### src/rtl/mine_placer.sv
// Places total_mines mines on the 8x8 board from a random coordinate source, never on the safe cell.
// Latency: done rises k+2 cycles after an accepted start in the best case; 2 cycles for total 0.
// No backpressure: start is only accepted in IDLE or DONE; pulses while busy are dropped.
module mine_placer #(
    parameter int ROWS      = 8,
    parameter int COLS      = 8,
    parameter int MAX_TRIES = 255
) (
    input  logic                 clk,
    input  logic                 rst,
    input  logic                 start,
    input  logic [3:0]           total_mines,
    input  logic [2:0]           safe_row,
    input  logic [2:0]           safe_col,
    input  logic [2:0]           random_row,
    input  logic [2:0]           random_col,
    output logic [ROWS*COLS-1:0] mine_map,
    output logic [3:0]           mines_placed,
    output logic                 busy,
    output logic                 done,
    output logic                 fallback
);

    localparam logic [7:0] TRIES_LIM = 8'(MAX_TRIES);

    typedef enum logic [2:0] {
        ST_IDLE,
        ST_CLEAR,
        ST_DRAW,
        ST_SCAN,
        ST_DONE
    } state_t;

    state_t                state_q, state_d;
    logic [ROWS*COLS-1:0]  map_q, map_d;
    logic [3:0]            cnt_q, cnt_d;
    logic [7:0]            tries_q, tries_d;
    logic [5:0]            scan_q, scan_d;
    logic [3:0]            total_q, total_d;
    logic [5:0]            safe_q, safe_d;
    logic                  fb_q, fb_d;
    logic [5:0]            draw_idx;

    // Next-state and datapath: one placement attempt per cycle in DRAW or SCAN.
    always_comb begin
        state_d  = state_q;
        map_d    = map_q;
        cnt_d    = cnt_q;
        tries_d  = tries_q;
        scan_d   = scan_q;
        total_d  = total_q;
        safe_d   = safe_q;
        fb_d     = fb_q;
        draw_idx = {random_row, random_col};

        case (state_q)
            ST_IDLE, ST_DONE: begin
                if (start) begin
                    total_d = total_mines;
                    safe_d  = {safe_row, safe_col};
                    fb_d    = 1'b0;
                    state_d = ST_CLEAR;
                end
            end
            ST_CLEAR: begin
                map_d   = '0;
                cnt_d   = '0;
                tries_d = '0;
                scan_d  = '0;
                state_d = (total_q == 4'd0) ? ST_DONE : ST_DRAW;
            end
            ST_DRAW: begin
                tries_d = tries_q + 8'd1;
                if (!map_q[draw_idx] && (draw_idx != safe_q)) begin
                    map_d[draw_idx] = 1'b1;
                    cnt_d           = cnt_q + 4'd1;
                end
                // Completing the board wins over running out of tries on the same draw.
                if (cnt_d == total_q) begin
                    state_d = ST_DONE;
                end else if (tries_d == TRIES_LIM) begin
                    state_d = ST_SCAN;
                    fb_d    = 1'b1;
                    scan_d  = '0;
                end
            end
            ST_SCAN: begin
                if (!map_q[scan_q] && (scan_q != safe_q)) begin
                    map_d[scan_q] = 1'b1;
                    cnt_d         = cnt_q + 4'd1;
                end
                scan_d = scan_q + 6'd1;
                if (cnt_d == total_q) begin
                    state_d = ST_DONE;
                end
            end
            default: state_d = ST_IDLE;
        endcase
    end

    // State and datapath registers with synchronous reset.
    always_ff @(posedge clk) begin
        if (rst) begin
            state_q <= ST_IDLE;
            map_q   <= '0;
            cnt_q   <= '0;
            tries_q <= '0;
            scan_q  <= '0;
            total_q <= '0;
            safe_q  <= '0;
            fb_q    <= 1'b0;
        end else begin
            state_q <= state_d;
            map_q   <= map_d;
            cnt_q   <= cnt_d;
            tries_q <= tries_d;
            scan_q  <= scan_d;
            total_q <= total_d;
            safe_q  <= safe_d;
            fb_q    <= fb_d;
        end
    end

    assign mine_map     = map_q;
    assign mines_placed = cnt_q;
    assign busy         = (state_q == ST_CLEAR) || (state_q == ST_DRAW) || (state_q == ST_SCAN);
    assign done         = (state_q == ST_DONE);
    assign fallback     = fb_q;

endmodule
### config.mk
export PLATFORM = sky130hd
export DESIGN_NAME = mine_placer
export DESIGN_NICKNAME = d
export VERILOG_FILES = /design/src/rtl/mine_placer.sv
export SDC_FILE = /design/constraint.sdc
export NUM_CORES = 1
export LEC_CHECK = 0
export ABC_AREA = 1
export CAP_MARGIN = 0
export CORE_MARGIN = 2
export CORE_UTILIZATION = 45
export CTS_CLUSTER_DIAMETER = 50
export CTS_CLUSTER_SIZE = 14
export DETAILED_ROUTE_END_ITERATION = 10
export DONT_BUFFER_PORTS = 1
export PLACE_DENSITY = 0.65
export RECOVER_POWER = 50
export SYNTH_ARGS = -nofsm -noshare
export SYNTH_HDL_FRONTEND = slang
export SYNTH_SLANG_ARGS = --single-unit
### constraint.sdc
create_clock -name clk -period 3.5 [get_ports clk]
set_clock_uncertainty 0.2 [all_clocks]
set_input_delay 0.7 -clock clk [delete_from_list [all_inputs] [get_ports clk]]
set_output_delay 0.7 -clock clk [all_outputs]
set_load 0.01 [all_outputs]
# ---- Word-level counts from Yosys, hierarchy flattened
# Cells that the tools add are included.
# Widths: inputs -> output; s select.
dict set report totals {
  ff_bits 96
  in_bits 19
  output_inout_bits 71
}
dict set report op_classes {
  n_addsub 3
  n_lt_le_gt_ge 4
  n_eq_ne 16
  mux 30
  bitwise 2
  reduce_logical 19
}
# op count
set op_table {}
lappend op_table {{$pmux 64 s3} 1}
lappend op_table {{$mux 64} 2}
lappend op_table {{$or 64x64->64} 2}
lappend op_table {{$pmux 6 s3} 1}
lappend op_table {{$mux 4} 4}
lappend op_table {{$pmux 8 s2} 1}
lappend op_table {{$mux 3} 5}
lappend op_table {{$lt 6x7->1 const B} 2}
lappend op_table {{$bmux 1 s6} 2}
lappend op_table {{$demux 1 s6} 2}
lappend op_table {{$ge 6x1->1 const B} 2}
lappend op_table {{$mux 6} 2}
lappend op_table {{$ne 2x2->1 const B} 6}
lappend op_table {{$ne 6x6->1} 2}
lappend op_table {{$pmux 3 s4} 1}
lappend op_table {{$pmux 4 s3} 1}
lappend op_table {{$reduce_and 3->1} 3}
lappend op_table {{$add 8x1->8 const B} 1}
lappend op_table {{$eq 4x4->1} 2}
lappend op_table {{$eq 8x8->1 const B} 1}
lappend op_table {{$mux 1} 7}
lappend op_table {{$add 6x1->6 const B} 1}
lappend op_table {{$eq 3x2->1 const B} 2}
lappend op_table {{$add 4x1->4 const B} 1}
lappend op_table {{14 further kinds} 20}

# ---- Logic depth before layout (Yosys ltp)
dict set report depth {
  ltp_word 9
  ltp_mapped 23
  ltp_nobuf 22
}

# ---- Worst setup path after synthesis
# No wires, ideal clock.
dict set report synth_timing {
  path_type {in2reg}
  startpoint {in random_col[2]}
  endpoint {reg map_q[30], in the netlist mine_map[30]}
  setup_time_ns 0.070
  arrival_ns 2.556
  required_time_ns 3.230
  path_slack_ns 0.673
  cell_stages 13
  n_path_buf 2
  path_cell_list {buf_2 inv_1 nor2_1 nand3_1 nand2_1 o21ai_1 nand3_1 nor2_4 nand2_4 a221oi_4 buf_6 nand2_1 a21oi_1}
}
dict set report synth_between {
  elab_chain_cells 7
}
# element line
set synth_rtl {}
lappend synth_rtl {{from (decl)} 16} ;# input logic [2:0] random_col,
lappend synth_rtl {{$lt 6x7->1 (not written as such) / $ge 6x1->1 (equally long branches)} 75} ;# map_d[draw_idx] = 1'b1;
lappend synth_rtl {{$logic_and 1x1->1 (not written as such)} 75}
lappend synth_rtl {{$mux 1 (not written as such)} 75}
lappend synth_rtl {{$demux 1 s6} 75}
lappend synth_rtl {{$or 64x64->64 (no line)} -}
lappend synth_rtl {{$mux 64} 74} ;# if (!map_q[draw_idx] && (draw_idx != safe_q)) begin
lappend synth_rtl {{$pmux 64 s3} 56} ;# case (state_q)
lappend synth_rtl {{to (signal assigned)} 114} ;# map_q <= map_d;
lappend synth_rtl {{to (decl)} 35} ;# logic [ROWS*COLS-1:0] map_q, map_d;
# Parallel ways exist; a longest one is shown, timed or not. The select of a mux whose other input is x is not followed.
# A chain may end at the register's enable or synchronous reset.

# ---- Final worst setup path
dict set report layout_timing {
  startpoint {reg scan_q[0]}
  endpoint {reg map_q[61], in the netlist mine_map[61]}
}
dict set report layout_between {
  elab_chain_cells 7
}
# element line
set layout_rtl {}
lappend layout_rtl {{from (decl)} 38} ;# logic [5:0] scan_q, scan_d;
lappend layout_rtl {{from (signal assigned)} 117} ;# scan_q <= scan_d;
lappend layout_rtl {{$lt 6x7->1 (not written as such) / $ge 6x1->1 (equally long branches)} 89} ;# map_d[scan_q] = 1'b1;
lappend layout_rtl {{$logic_and 1x1->1 (not written as such)} 89}
lappend layout_rtl {{$mux 1 (not written as such)} 89}
lappend layout_rtl {{$demux 1 s6} 89}
lappend layout_rtl {{$or 64x64->64 (no line)} -}
lappend layout_rtl {{$mux 64} 88} ;# if (!map_q[scan_q] && (scan_q != safe_q)) begin
lappend layout_rtl {{$pmux 64 s3} 56}
# Parallel ways exist; a longest one is shown, timed or not. The select of a mux whose other input is x is not followed.

==> reports/results.txt <==
# Max-Cap Violations: 0
Starting density of the core: 45.5%
Final Instance Area: 0.00667 mm2
Max Slew Vio Count: 0
Core area: 0.0137 mm2
Status: complete, no violations
Worst slew pin tran: 693 ps
DIE AREA: 0.0148 mm2
Register bit total from synthesis: 96
Syn_area_per_cell: 6.04 um2
Worst hold slack: 193 ps
DR DRC count: 0
CP Launch Type: flop
FMAX: 0.337 GHz
Ys Warns: 0
Cell variety after synth: 33
Placed Cells: 1188
Psw: 982 uW
All-Layer GR Usage: 26.9%
Period utilization: 84.8%
Non-Filler Instances: 1204
Syn nets: 1057
Antenna Violating Nets Remaining: 0
Root Driver: clkbuf_16
Hold WC Path Type: in -> reg
Setup bufs post-CTS: 0
Final core utilization: 48.6%
Placed instance area: 0.00638 mm2
I/O pin total: 90
Starting DRT DRC Count: 584
Clk sinks: 96
CP endpoint kind: flop
Tmin final: 2970 ps
Main combinational cell family by area after synthesis: simple AND/OR/NAND/NOR gates
Global-route wire length before repair: 31.5 mm
CTS Hold Bufs: 0
Num CTS Buffers: 9
Synth Area in Compound Gates: 19.4%
Rows: 43
WL per Instance: 16.7 um
Horiz. Die Dim: 122 um
CP required: 3590 ps
Power Internal: 1.88 mW
Total power: 2.86 mW
Final Net Count: 1042
Ratio of cells with drive above 1 in the final layout: 4.88%
Top cell type's share of synthesized area: 30.8%
IO Port Bufs: 0
LEAKAGE: 2.59 nW
Reg power frac: 41.9%
Number of global-route vias before repair: 6057
Die height: 122 um
Pre-antenna DRT Iters: 5
Register area share after synthesis: 30.8%
Area share of and/or/nand/nor cells after synthesis: 34.6%
CTS tree: built
Vias: 6712
Critical path fanouts, max: 64
Combinational Power Share: 22.9%
Grt ovf: 0
Worst path slowest cell: dfxtp_2
Deepest clock path buffer count: 2
Antenna cells: 0
Setup TNS: 0 ps
Endpoints failing setup: 0
DR vias/cell: 5.57
Mux contribution to synthesized area: 0%
Gpl congestion: 0.977
Largest net degree at the start of global routing: 65
Xor/xnor share of the synthesized area: 2.53%
Area delta synth->final: 6.87%
Crit path setup slack, layout: 532 ps
Post-synthesis adder-cell area fraction: 0.802%
H-tree Lvls: 3
PD cells: 429 mW/mm2
Hold Fails Final Rpt: 0
Synth Instances: 1034
Initial antenna violation count: 0
Unrepaired setup endpoints after global routing: no
Critical Path AT: 3050 ps
Final WL: 20.1 mm
Clk slew on worst S/H paths: 70 ps
Place WS: 317 ps
Critical Path Most Common Cell: nand2_1
Clock Power Share: 35.2%
Critical Path Max Stage Delay: 530 ps
Critical-path cell list: buf_4 -> o21ai_0 -> nand2_1 -> nand2_1 -> nand2_1 -> nand2_1 -> nand2_1 -> nand3_1 -> nor2_2 -> nand2_2 -> a221oi_4 -> buf_12 -> nand2_1 -> a21oi_1
Post-cts resize count: 0
Critical path type: reg -> reg
Clk_lat worst skew: 360 ps
Cell taking the most area after synthesis: dfxtp_1
Mapped Area: 0.00624 mm2
Max-Slew Margin vs Limit: 53.8%
Peak VDD IR: 0.310 mV
Sw frac: 34.3%
Post-DP HPWL: 14.6 mm
Ranking of synthesized cells by area: dfxtp_1 (31%), nand2_1 (23%), a21oi_1 (7.4%)
## layout make-up
| class | instances | area [um2] |
|---|---|---|
| clock inverters | 7 | 71.3 |
| fillers | 1487 | 7050 |
| multi-input cells | 765 | 3590 |
| well taps | 180 | 225 |
| inverters | 129 | 484 |
| repair buffers | 18 | 156 |
| flip-flops and latches | 96 | 1920 |
| clock buffers | 9 | 225 |
## metal layers
metal / GRT usage (%) / vias up / share of wire (%)
met5: 0 / - / 0
met4: 10.4 / 0 / 2.5
met3: 6.32 / 45 / 10
met2: 41.0 / 333 / 43
met1: 37.0 / 2996 / 44
li1: - / 3338 / -
## flip-flops by register name, indices dropped and copies added (netlist names)
name,flops
tries_q,8
fallback,1
mines_placed,4
scan_q,6
safe_q,6
mine_map,64
total_q,4
state_q,3
## cells in the mapped netlist (all sizes together)
cell    number
o32ai        9
clkbuf      18
nand3       71
buf         26
clkinv       4
o21ai       55
inv        125
nand4        5
a221oi       2
nor4         2
nor2        44
a21oi       92
ha           4
xnor2        3
nand2      378
o211ai       1
a31oi        2
nand3b       3
nor3        20
dfxtp       96
o22ai       55
or2          4
xor2        15
## cells in the final DEF, fill, tap and decap left out
cell / count
a21oi_1: 92
a221oi_1: 1
a221oi_4: 1
a31oi_1: 2
buf_12: 2
buf_4: 15
bufinv_16: 1
clkbuf_1: 1
clkbuf_16: 9
clkinv_1: 4
clkinv_2: 3
clkinv_4: 2
dfxtp_1: 95
dfxtp_2: 1
ha_1: 4
inv_1: 122
inv_2: 3
inv_6: 1
nand2_1: 375
nand2_2: 2
nand2_4: 1
nand3_1: 71
nand3b_1: 3
nand4_1: 5
nor2_1: 39
nor2_2: 3
nor2_4: 2
nor3_1: 20
nor4_1: 2
o211ai_1: 1
o21ai_0: 43
o21ai_1: 12
o22ai_1: 55
o32ai_1: 9
or2_2: 4
xnor2_1: 3
xor2_1: 15
## worst paths after layout
check / start / endpoint / slack, ps / cells after the start
worst min register to register: tries_q[7]$_SDFFE_PP0P_ / tries_q[7]$_SDFFE_PP0P_ / 290 / 2
worst max register to register: scan_q[0]$_SDFFE_PP0P_ / mine_map[61]$_SDFFE_PP0P_ / 530 / 14
worst min-delay path: rst / scan_q[0]$_SDFFE_PP0P_ / 190 / 1
worst max-delay path: scan_q[0]$_SDFFE_PP0P_ / mine_map[61]$_SDFFE_PP0P_ / 530 / 14
## power groups by stage
stage          Clock (mW)  Sequential, mW  Combinational [mW]
6_report             1.01            1.20               0.656
5_1_grt              1.06            1.20               0.737
4_1_cts              1.02            1.20               0.654
3_5_place_dp            0            1.22               0.653
3_3_place_gp            0            1.22               0.650
2_1_floorplan           0            1.20               0.556
## logic make-up (layout without fill, tap and decap cells)
kind of cell / Yosys count / in the layout
buffers and inverters: 173 / 163
AOI/OAI and AO/OA: 216 / 216
adders and majority gates: 4 / 4
xor gates and xnor gates: 18 / 18
and+or+nand+nor: 527 / 527
DFF: 96 / 96
## critical path, delay by kind of cell (launching register included)
family,cells,cell delay [ps]
AND/OR/NAND/NOR,9,1040
buffers and inverters,2,520
flip-flops,1,530
AO/OA/AOI/OAI,3,550
No activity file was read; power rests on OpenSTA's default activity.
